## config.mk

```make
export PLATFORM = sky130hd
export DESIGN_NAME = viterbi_acs_seq
export DESIGN_NICKNAME = d
export VERILOG_FILES = /design/src/rtl/viterbi_pkg.sv /design/src/rtl/acs_butterfly.sv /design/src/rtl/viterbi_acs_seq.sv
export SDC_FILE = /design/constraint.sdc
export NUM_CORES = 2
export LEC_CHECK = 0
export ABC_AREA = 1
export BUFFER_PORTS_ARGS = -buffer_cell sky130_fd_sc_hd__buf_2
export CAP_MARGIN = 20
export CORE_UTILIZATION = 40
export DETAILED_ROUTE_END_ITERATION = 8
export PLACE_DENSITY_LB_ADDON = 0.08
export SYNTH_ARGS = -nofsm -noshare
export SYNTH_HDL_FRONTEND = slang
export SYNTH_SLANG_ARGS = --single-unit
```

## constraint.sdc

```tcl
create_clock -name clk -period 9.05 [get_ports clk]
set_input_delay 1.81 -clock clk [delete_from_list [all_inputs] [get_ports clk]]
set_output_delay 1.81 -clock clk [all_outputs]
set_load 0.05 [all_outputs]
```

## src/rtl/viterbi_pkg.sv

```systemverilog
// Shared constants and types for the K=7 rate-1/2 Viterbi ACS.
// Generators are 133/171 (octal).
package viterbi_pkg;

  localparam int M = 6;
  localparam int NSTATES = 64;
  localparam logic [6:0] POLY_A = 7'o133;
  localparam logic [6:0] POLY_B = 7'o171;
  localparam logic [M:0] SAT = '1;

  typedef enum logic [1:0] {
    IDLE,
    RUN,
    OUT
  } state_t;

  // Hamming distance between branch output of w = {b, s} and symbol pair
  function automatic logic [1:0] branch_metric(
    input logic [6:0] w,
    input logic [1:0] s
  );
    logic a;
    logic b;
    a = ^(w & POLY_A) ^ s[1];
    b = ^(w & POLY_B) ^ s[0];
    return {1'b0, a} + {1'b0, b};
  endfunction

endpackage

```

## src/rtl/acs_butterfly.sv

```systemverilog
// One radix-2 add-compare-select butterfly.
// Predecessors 2j, 2j+1 feed successors j (b=0) and j+32 (b=1).
module acs_butterfly #(
  parameter int M = viterbi_pkg::M
) (
  input  logic [4:0] i_j,
  input  logic [M:0] i_pm_even,
  input  logic [M:0] i_pm_odd,
  input  logic [1:0] i_sym,
  output logic [M:0] o_nm_lo,
  output logic [M:0] o_nm_hi,
  output logic       o_d_lo,
  output logic       o_d_hi
);
  import viterbi_pkg::*;

  localparam logic [M:0] SATV = {(M+1){1'b1}};

  // Near-saturated metrics pin to SAT so the sum never wraps
  function automatic logic [M:0] add_sat(
    input logic [M:0] pm,
    input logic [1:0] bm
  );
    if (&pm[M:1]) return SATV;
    return pm + {{(M-1){1'b0}}, bm};
  endfunction

  logic [M:0] w_c_e0;
  logic [M:0] w_c_o0;
  logic [M:0] w_c_e1;
  logic [M:0] w_c_o1;

  always_comb begin
    w_c_e0 = add_sat(i_pm_even,
      branch_metric({1'b0, i_j, 1'b0}, i_sym));
    w_c_o0 = add_sat(i_pm_odd,
      branch_metric({1'b0, i_j, 1'b1}, i_sym));
    w_c_e1 = add_sat(i_pm_even,
      branch_metric({1'b1, i_j, 1'b0}, i_sym));
    w_c_o1 = add_sat(i_pm_odd,
      branch_metric({1'b1, i_j, 1'b1}, i_sym));
    o_d_lo  = w_c_o0 < w_c_e0;
    o_d_hi  = w_c_o1 < w_c_e1;
    o_nm_lo = o_d_lo ? w_c_o0 : w_c_e0;
    o_nm_hi = o_d_hi ? w_c_o1 : w_c_e1;
  end

endmodule

```

## src/rtl/viterbi_acs_seq.sv

```systemverilog
// Sequential Viterbi ACS: one butterfly per cycle, 32 cycles per step,
// ping-pong metric banks and a handshake on decisions.
module viterbi_acs_seq #(
  parameter int M = viterbi_pkg::M
) (
  input  logic         clk,
  input  logic         rst_n,
  input  logic         clear,
  input  logic         sym_valid,
  input  logic [1:0]   sym,
  output logic         sym_ready,
  output logic         dec_valid,
  input  logic         dec_ready,
  output logic [63:0]  dec,
  output logic [5:0]   best_state,
  output logic [M:0]   best_metric
);
  import viterbi_pkg::*;

  localparam logic [M:0] SATV = {(M+1){1'b1}};
  localparam logic [M:0] HALF = {1'b1, {M{1'b0}}};

  state_t      r_state;
  state_t      w_state_nxt;
  logic [4:0]  r_cnt;
  logic [1:0]  r_sym;
  logic        r_sel;
  logic        r_norm;
  logic [63:0] r_dec;
  logic [5:0]  r_best_state;
  logic [M:0]  r_best_metric;
  logic [M:0]  r_bank [2][NSTATES];

  logic        w_init;
  logic        w_accept;
  logic [M:0]  w_rd_even;
  logic [M:0]  w_rd_odd;
  logic [M:0]  w_pm_even;
  logic [M:0]  w_pm_odd;
  logic [M:0]  w_nm_lo;
  logic [M:0]  w_nm_hi;
  logic        w_d_lo;
  logic        w_d_hi;
  logic [M:0]  w_loc_m;
  logic [5:0]  w_loc_s;
  logic        w_take;
  logic [M:0]  w_bm_nxt;
  logic [5:0]  w_bs_nxt;

  assign w_init   = !rst_n || clear;
  assign w_accept = sym_valid && (r_state == IDLE);

  always_ff @(posedge clk) begin
    if (w_init) r_state <= IDLE;
    else        r_state <= w_state_nxt;
  end

  always_comb begin
    w_state_nxt = r_state;
    unique case (r_state)
      IDLE:    if (sym_valid) w_state_nxt = RUN;
      RUN:     if (r_cnt == 5'd31) w_state_nxt = OUT;
      OUT:     if (dec_ready) w_state_nxt = IDLE;
      default: w_state_nxt = IDLE;
    endcase
  end

  always_comb begin
    sym_ready = 1'b0;
    dec_valid = 1'b0;
    unique case (1'b1)
      (r_state == IDLE): sym_ready = 1'b1;
      (r_state == OUT):  dec_valid = 1'b1;
      default: ;
    endcase
  end

  // Normalisation is applied on the read side of the old bank
  assign w_rd_even = r_bank[r_sel][{r_cnt, 1'b0}];
  assign w_rd_odd  = r_bank[r_sel][{r_cnt, 1'b1}];
  assign w_pm_even = (r_norm && w_rd_even != SATV) ?
                     w_rd_even - HALF : w_rd_even;
  assign w_pm_odd  = (r_norm && w_rd_odd != SATV) ?
                     w_rd_odd - HALF : w_rd_odd;

  acs_butterfly #(.M(M)) u_bfly (
    .i_j       (r_cnt),
    .i_pm_even (w_pm_even),
    .i_pm_odd  (w_pm_odd),
    .i_sym     (r_sym),
    .o_nm_lo   (w_nm_lo),
    .o_nm_hi   (w_nm_hi),
    .o_d_lo    (w_d_lo),
    .o_d_hi    (w_d_hi)
  );

  // States are visited out of index order, so ties compare the index
  always_comb begin
    w_loc_m  = (w_nm_lo <= w_nm_hi) ? w_nm_lo : w_nm_hi;
    w_loc_s  = (w_nm_lo <= w_nm_hi) ? {1'b0, r_cnt} : {1'b1, r_cnt};
    w_take   = (r_cnt == 5'd0) || (w_loc_m < r_best_metric) ||
               ((w_loc_m == r_best_metric) && (w_loc_s < r_best_state));
    w_bm_nxt = w_take ? w_loc_m : r_best_metric;
    w_bs_nxt = w_take ? w_loc_s : r_best_state;
  end

  always_ff @(posedge clk) begin
    if (w_init) begin
      for (int k = 0; k < NSTATES; k++) begin
        r_bank[0][k] <= (k == 0) ? '0 : SATV;
        r_bank[1][k] <= (k == 0) ? '0 : SATV;
      end
      r_sel         <= 1'b0;
      r_cnt         <= '0;
      r_sym         <= '0;
      r_norm        <= 1'b0;
      r_dec         <= '0;
      r_best_state  <= '0;
      r_best_metric <= '0;
    end else begin
      if (w_accept) r_sym <= sym;
      if (r_state == RUN) begin
        r_bank[~r_sel][{1'b0, r_cnt}] <= w_nm_lo;
        r_bank[~r_sel][{1'b1, r_cnt}] <= w_nm_hi;
        r_dec[{1'b0, r_cnt}] <= w_d_lo;
        r_dec[{1'b1, r_cnt}] <= w_d_hi;
        r_cnt         <= r_cnt + 5'd1;
        r_best_state  <= w_bs_nxt;
        r_best_metric <= w_bm_nxt;
        if (r_cnt == 5'd31) begin
          r_sel  <= ~r_sel;
          r_norm <= w_bm_nxt[M];
        end
      end
    end
  end

  assign dec         = r_dec;
  assign best_state  = r_best_state;
  assign best_metric = r_best_metric;

endmodule

```

==> PnR_summary.wiki <==
{| class="wikitable"
! Metric !! Value
|-
| Total wirelength of the detailed-routed design || 153000 um
|-
| Standard cell core area || between 100000 and 150000 um2
|-
| Setup Buffers After CTS || 0
|-
| Portion of synthesized cell area occupied by the leading cell type || 0.580
|-
| Final hold violation count || 0
|-
| Vias in the first global route || approximately 33k
|-
| Kind of end point of the critical path || flip-flop
|-
| Root buf cell || sky130_fd_sc_hd__clkbuf_16
|-
| Port Buffer Count || 85
|-
| Final period util || 0.894
|-
| Slack of the worst reg-to-reg path || about 960 ps
|-
| YS warnings || 0
|-
| Total number of H-tree levels || 3
|-
| Leak || ~18 nW
|-
| Worst-path maximum fanout || 37
|-
| Peak VDD IR || between 0.00015 and 0.0002 V
|-
| Global-route wire length before repair || between 200000 and 250000 um
|-
| Worst hold-check slack || approximately 480 ps
|-
| Number of top-level pins || 86
|-
| Worst setup path endpoint || best_state[0]$_SDFFE_PP0P_
|-
| Max-slew violation count || 0
|-
| Initial antenna violation count || 1
|-
| Origin of the critical flop-to-flop path || r_cnt[3]$_SDFFE_PP0P_
|-
| Via total after detailed routing || roughly 35k
|-
| Number of cells produced by synthesis || between 4k and 5k
|-
| Overall global routing resource usage || 0.259
|-
| Category of the worst setup path launch point || flip-flop
|-
| Die ar. || around 120000 um2
|-
| Run status || completed
|-
| First-pass DRT Iterations || 5
|-
| CP Launch Point || r_cnt[3]$_SDFFE_PP0P_
|-
| Sum of negative setup slack || 0 ps
|-
| Clock edge transition at the registers on the reported setup and hold paths || roughly 60 ps
|-
| Min Tclk post-route || about 8000 ps
|-
| Sinks on the clock net || between 900 and 1k
|-
| Number of unique standard cell types used by synthesis || between 40 and 50
|-
| Most frequent cells after synthesis || sky130_fd_sc_hd__nand2_1 (2035), sky130_fd_sc_hd__edfxtp_1 (896), sky130_fd_sc_hd__nand3_1 (626), sky130_fd_sc_hd__nor2_1 (278), sky130_fd_sc_hd__o21ai_0 (205)
|-
| DRC violation total after the first TritonRoute iteration || 3301
|-
| Number of buffers added to fix hold violations after cts || 0
|-
| GP Congestion || between 0.8 and 0.9
|-
| Nets in the synthesized netlist || just over 5k
|-
| Average instance area after synthesis || around 9.3 um2
|-
| Share of layout cells above drive strength 1 || 0.0972
|-
| Worst r2r dst || best_state[0]$_SDFFE_PP0P_
|-
| Highest attainable clock frequency || 124 MHz
|-
| Die Height || roughly 340 um
|-
| Cell area after synthesis || between 40000 and 50000 um2
|-
| Largest net degree at the start of global routing || approximately 150
|-
| Post-synth EDFFs || between 800 and 900
|-
| CTS buffer count || 109
|-
| Vias per std cell || about 5.3
|-
| Post-route DRC violation count || 0
|-
| Cell Count Post-Placement || 6339
|-
| Top FF cell, synth || sky130_fd_sc_hd__edfxtp_1
|-
| Insertion delay to the later sink of the worst-skew pair || just over 700 ps
|-
| DP HPWL || just over 90000 um
|-
| Least-Margin Pin Slew || approximately 1200 ps
|-
| Total gr overflow || 0
|-
| Kind of critical path || reg -> reg
|-
| Portion of the post-synthesis area used by sequential elements || 0.618
|-
| Final setup violating endpoints || 0
|-
| Starting Density || 0.405
|-
| Cell accounting for the most synthesized area || sky130_fd_sc_hd__edfxtp_1
|-
| Clock tree from TritonCTS || yes
|-
| Layout area overhead || 11.4%
|-
| Most frequent cell after synthesis || sky130_fd_sc_hd__nand2_1
|-
| CP max stage delay || slightly below 800 ps
|-
| Share of flip-flops with an asynchronous set or reset || 0
|-
| Top area cells in the synthesized netlist || sky130_fd_sc_hd__edfxtp_1 (58%), sky130_fd_sc_hd__nand2_1 (16%), sky130_fd_sc_hd__nand3_1 (6.7%), sky130_fd_sc_hd__dfxtp_1 (3.8%), sky130_fd_sc_hd__nor2_1 (2.2%)
|-
| Critical path data arrival time || approximately 8700 ps
|-
| Max_slew headroom || 0.233
|-
| Library cell appearing most often on the critical path || sky130_fd_sc_hd__nand2_1
|-
| Overall power || 0.0110 W
|-
| Pwr Density || ~210 nW/um2
|-
| Post-synthesis sequential element count || 985
|-
| Post-detailed-route count of antenna-violating nets || 0
|-
| Required time at the endpoint of the critical path || about 9700 ps
|-
| Depth of the worst register-to-register path || 41
|-
| Final cell count without fillers || between 6k and 7k
|-
| Clock Skews || ~35 ps
|-
| Longest Clk Path Bufs || 3
|-
| Min-delay worst type || reg -> reg
|-
| Row Count || around 120
|-
| Slowest cell on the critical path || sky130_fd_sc_hd__nor2_2
|-
| Setup repair after global routing missed its margin || no
|-
| Final routed wire length divided by cell count || 23.4 um
|-
| Final layout net count || roughly 5.0k
|-
| Die width || 343 um
|-
| Count of maximum capacitance violations || 0
|}
## placed cells by master (no fill, tap or decap), drive strengths merged, types with 3 or more instances in the layout
master	count
inv	143
clkinvlp	3
clkbuf	139
buf	252
nand4	3
o22ai	5
bufinv	9
o21a	4
fa	4
nand2	2046
xor2	13
nand3	628
clkinv	62
dfxtp	89
or2	10
a21oi	132
edfxtp	896
nor3	22
xnor2	7
o21ai	229
ha	47
nor2	280
## kinds of logic (layout without fill, tap and decap cells)
kind of cell	count (synthesis)	count (layout)	synth area share
AND/OR/NAND/NOR	2995	2995	0.262
adder cells (fa/ha/maj)	51	51	0.0144
AO/OA/AOI/OAI	380	380	0.0420
XOR/XNOR	20	20	0.00377
flip-flops	985	985	0.618
other	0	1	0
buffers and inverters	547	608	0.0603
## worst min path at each step
stage / startpoint / to / slack (ps) / cells after the start
finish: best_state[1]$_SDFFE_PP0P_ / best_state[1]$_SDFFE_PP0P_ / 480 / 2
global route: best_state[1]$_SDFFE_PP0P_ / best_state[1]$_SDFFE_PP0P_ / 510 / 2
CTS: r_norm$_SDFFE_PP0P_ / r_norm$_SDFFE_PP0P_ / 480 / 2
detailed placement: r_norm$_SDFFE_PP0P_ / r_norm$_SDFFE_PP0P_ / 470 / 2
global placement: r_norm$_SDFFE_PP0P_ / r_norm$_SDFFE_PP0P_ / 460 / 2
floorplan: r_norm$_SDFFE_PP0P_ / r_norm$_SDFFE_PP0P_ / 440 / 2
## power by group
group | internal (W) | switching [W]
Combinational | 0.000276 | 0.00120
Clock | 0.00259 | 0.00191
Sequential | 0.00503 | 0.0000245
Total | 0.00789 | 0.00313
## worst max-delay path, delay by kind of cell, from the launching register on
| kind | cells | cell delay (ps) |
|---|---|---|
| AO/OA/AOI/OAI | 6 | 1020 |
| XOR/XNOR | 1 | 80 |
| flip-flops | 1 | 310 |
| AND/OR/NAND/NOR | 21 | 3390 |
| adder cells (fa/ha/maj) | 5 | 1730 |
| buffers and inverters | 8 | 1510 |
## through the flow
step | cell area [um2] | setup WS [ps] | util
2_1_floorplan | 46400 | 1750 | -
3_3_place_gp | 47900 | 569 | 0.418
3_5_place_dp | 48000 | 430 | 0.419
4_1_cts | 51600 | 425 | 0.450
5_1_grt | 51700 | 113 | 0.451
6_report | 51700 | 956 | 0.451
## state kept, by name, summed over array words and instances, names as in the netlist, named ones only
name         flops
r_bank         896
r_norm           1
r_state          2
dec             64
r_sym            2
r_cnt            5
best_state       6
best_metric      7
r_sel            1
## routing by layer
| metal | global-route usage | vias to the layer above | wire length, um |
|---|---|---|---|
| li1 | - | 16506 | - |
| met1 | 0.364 | 17181 | 67900 |
| met2 | 0.416 | 1120 | 71600 |
| met3 | 0.0304 | 184 | 8600 |
| met4 | 0.0847 | 0 | 4980 |
| met5 | 0 | - | 0 |
## timing repair
action | CTS | global route
endpoints found under the setup margin | 0 | 13
resized for setup | 0 | 7
hold endpoints to repair | 0 | 0
## area by class of cell
| cell class | count | area [um2] |
|---|---|---|
| Clock inverter | 64 | 603 |
| Fill cell | 11100 | 62900 |
| Timing Repair Buffer | 253 | 1910 |
| Clock buffer | 138 | 2980 |
| Sequential cell | 985 | 28700 |
| Tap cell | 1512 | 1890 |
| Multi-Input combinational cell | 3446 | 15000 |
| Antenna cell | 1 | 2.50 |
| Inverter | 153 | 621 |
Power figures use the tool's default switching activity.
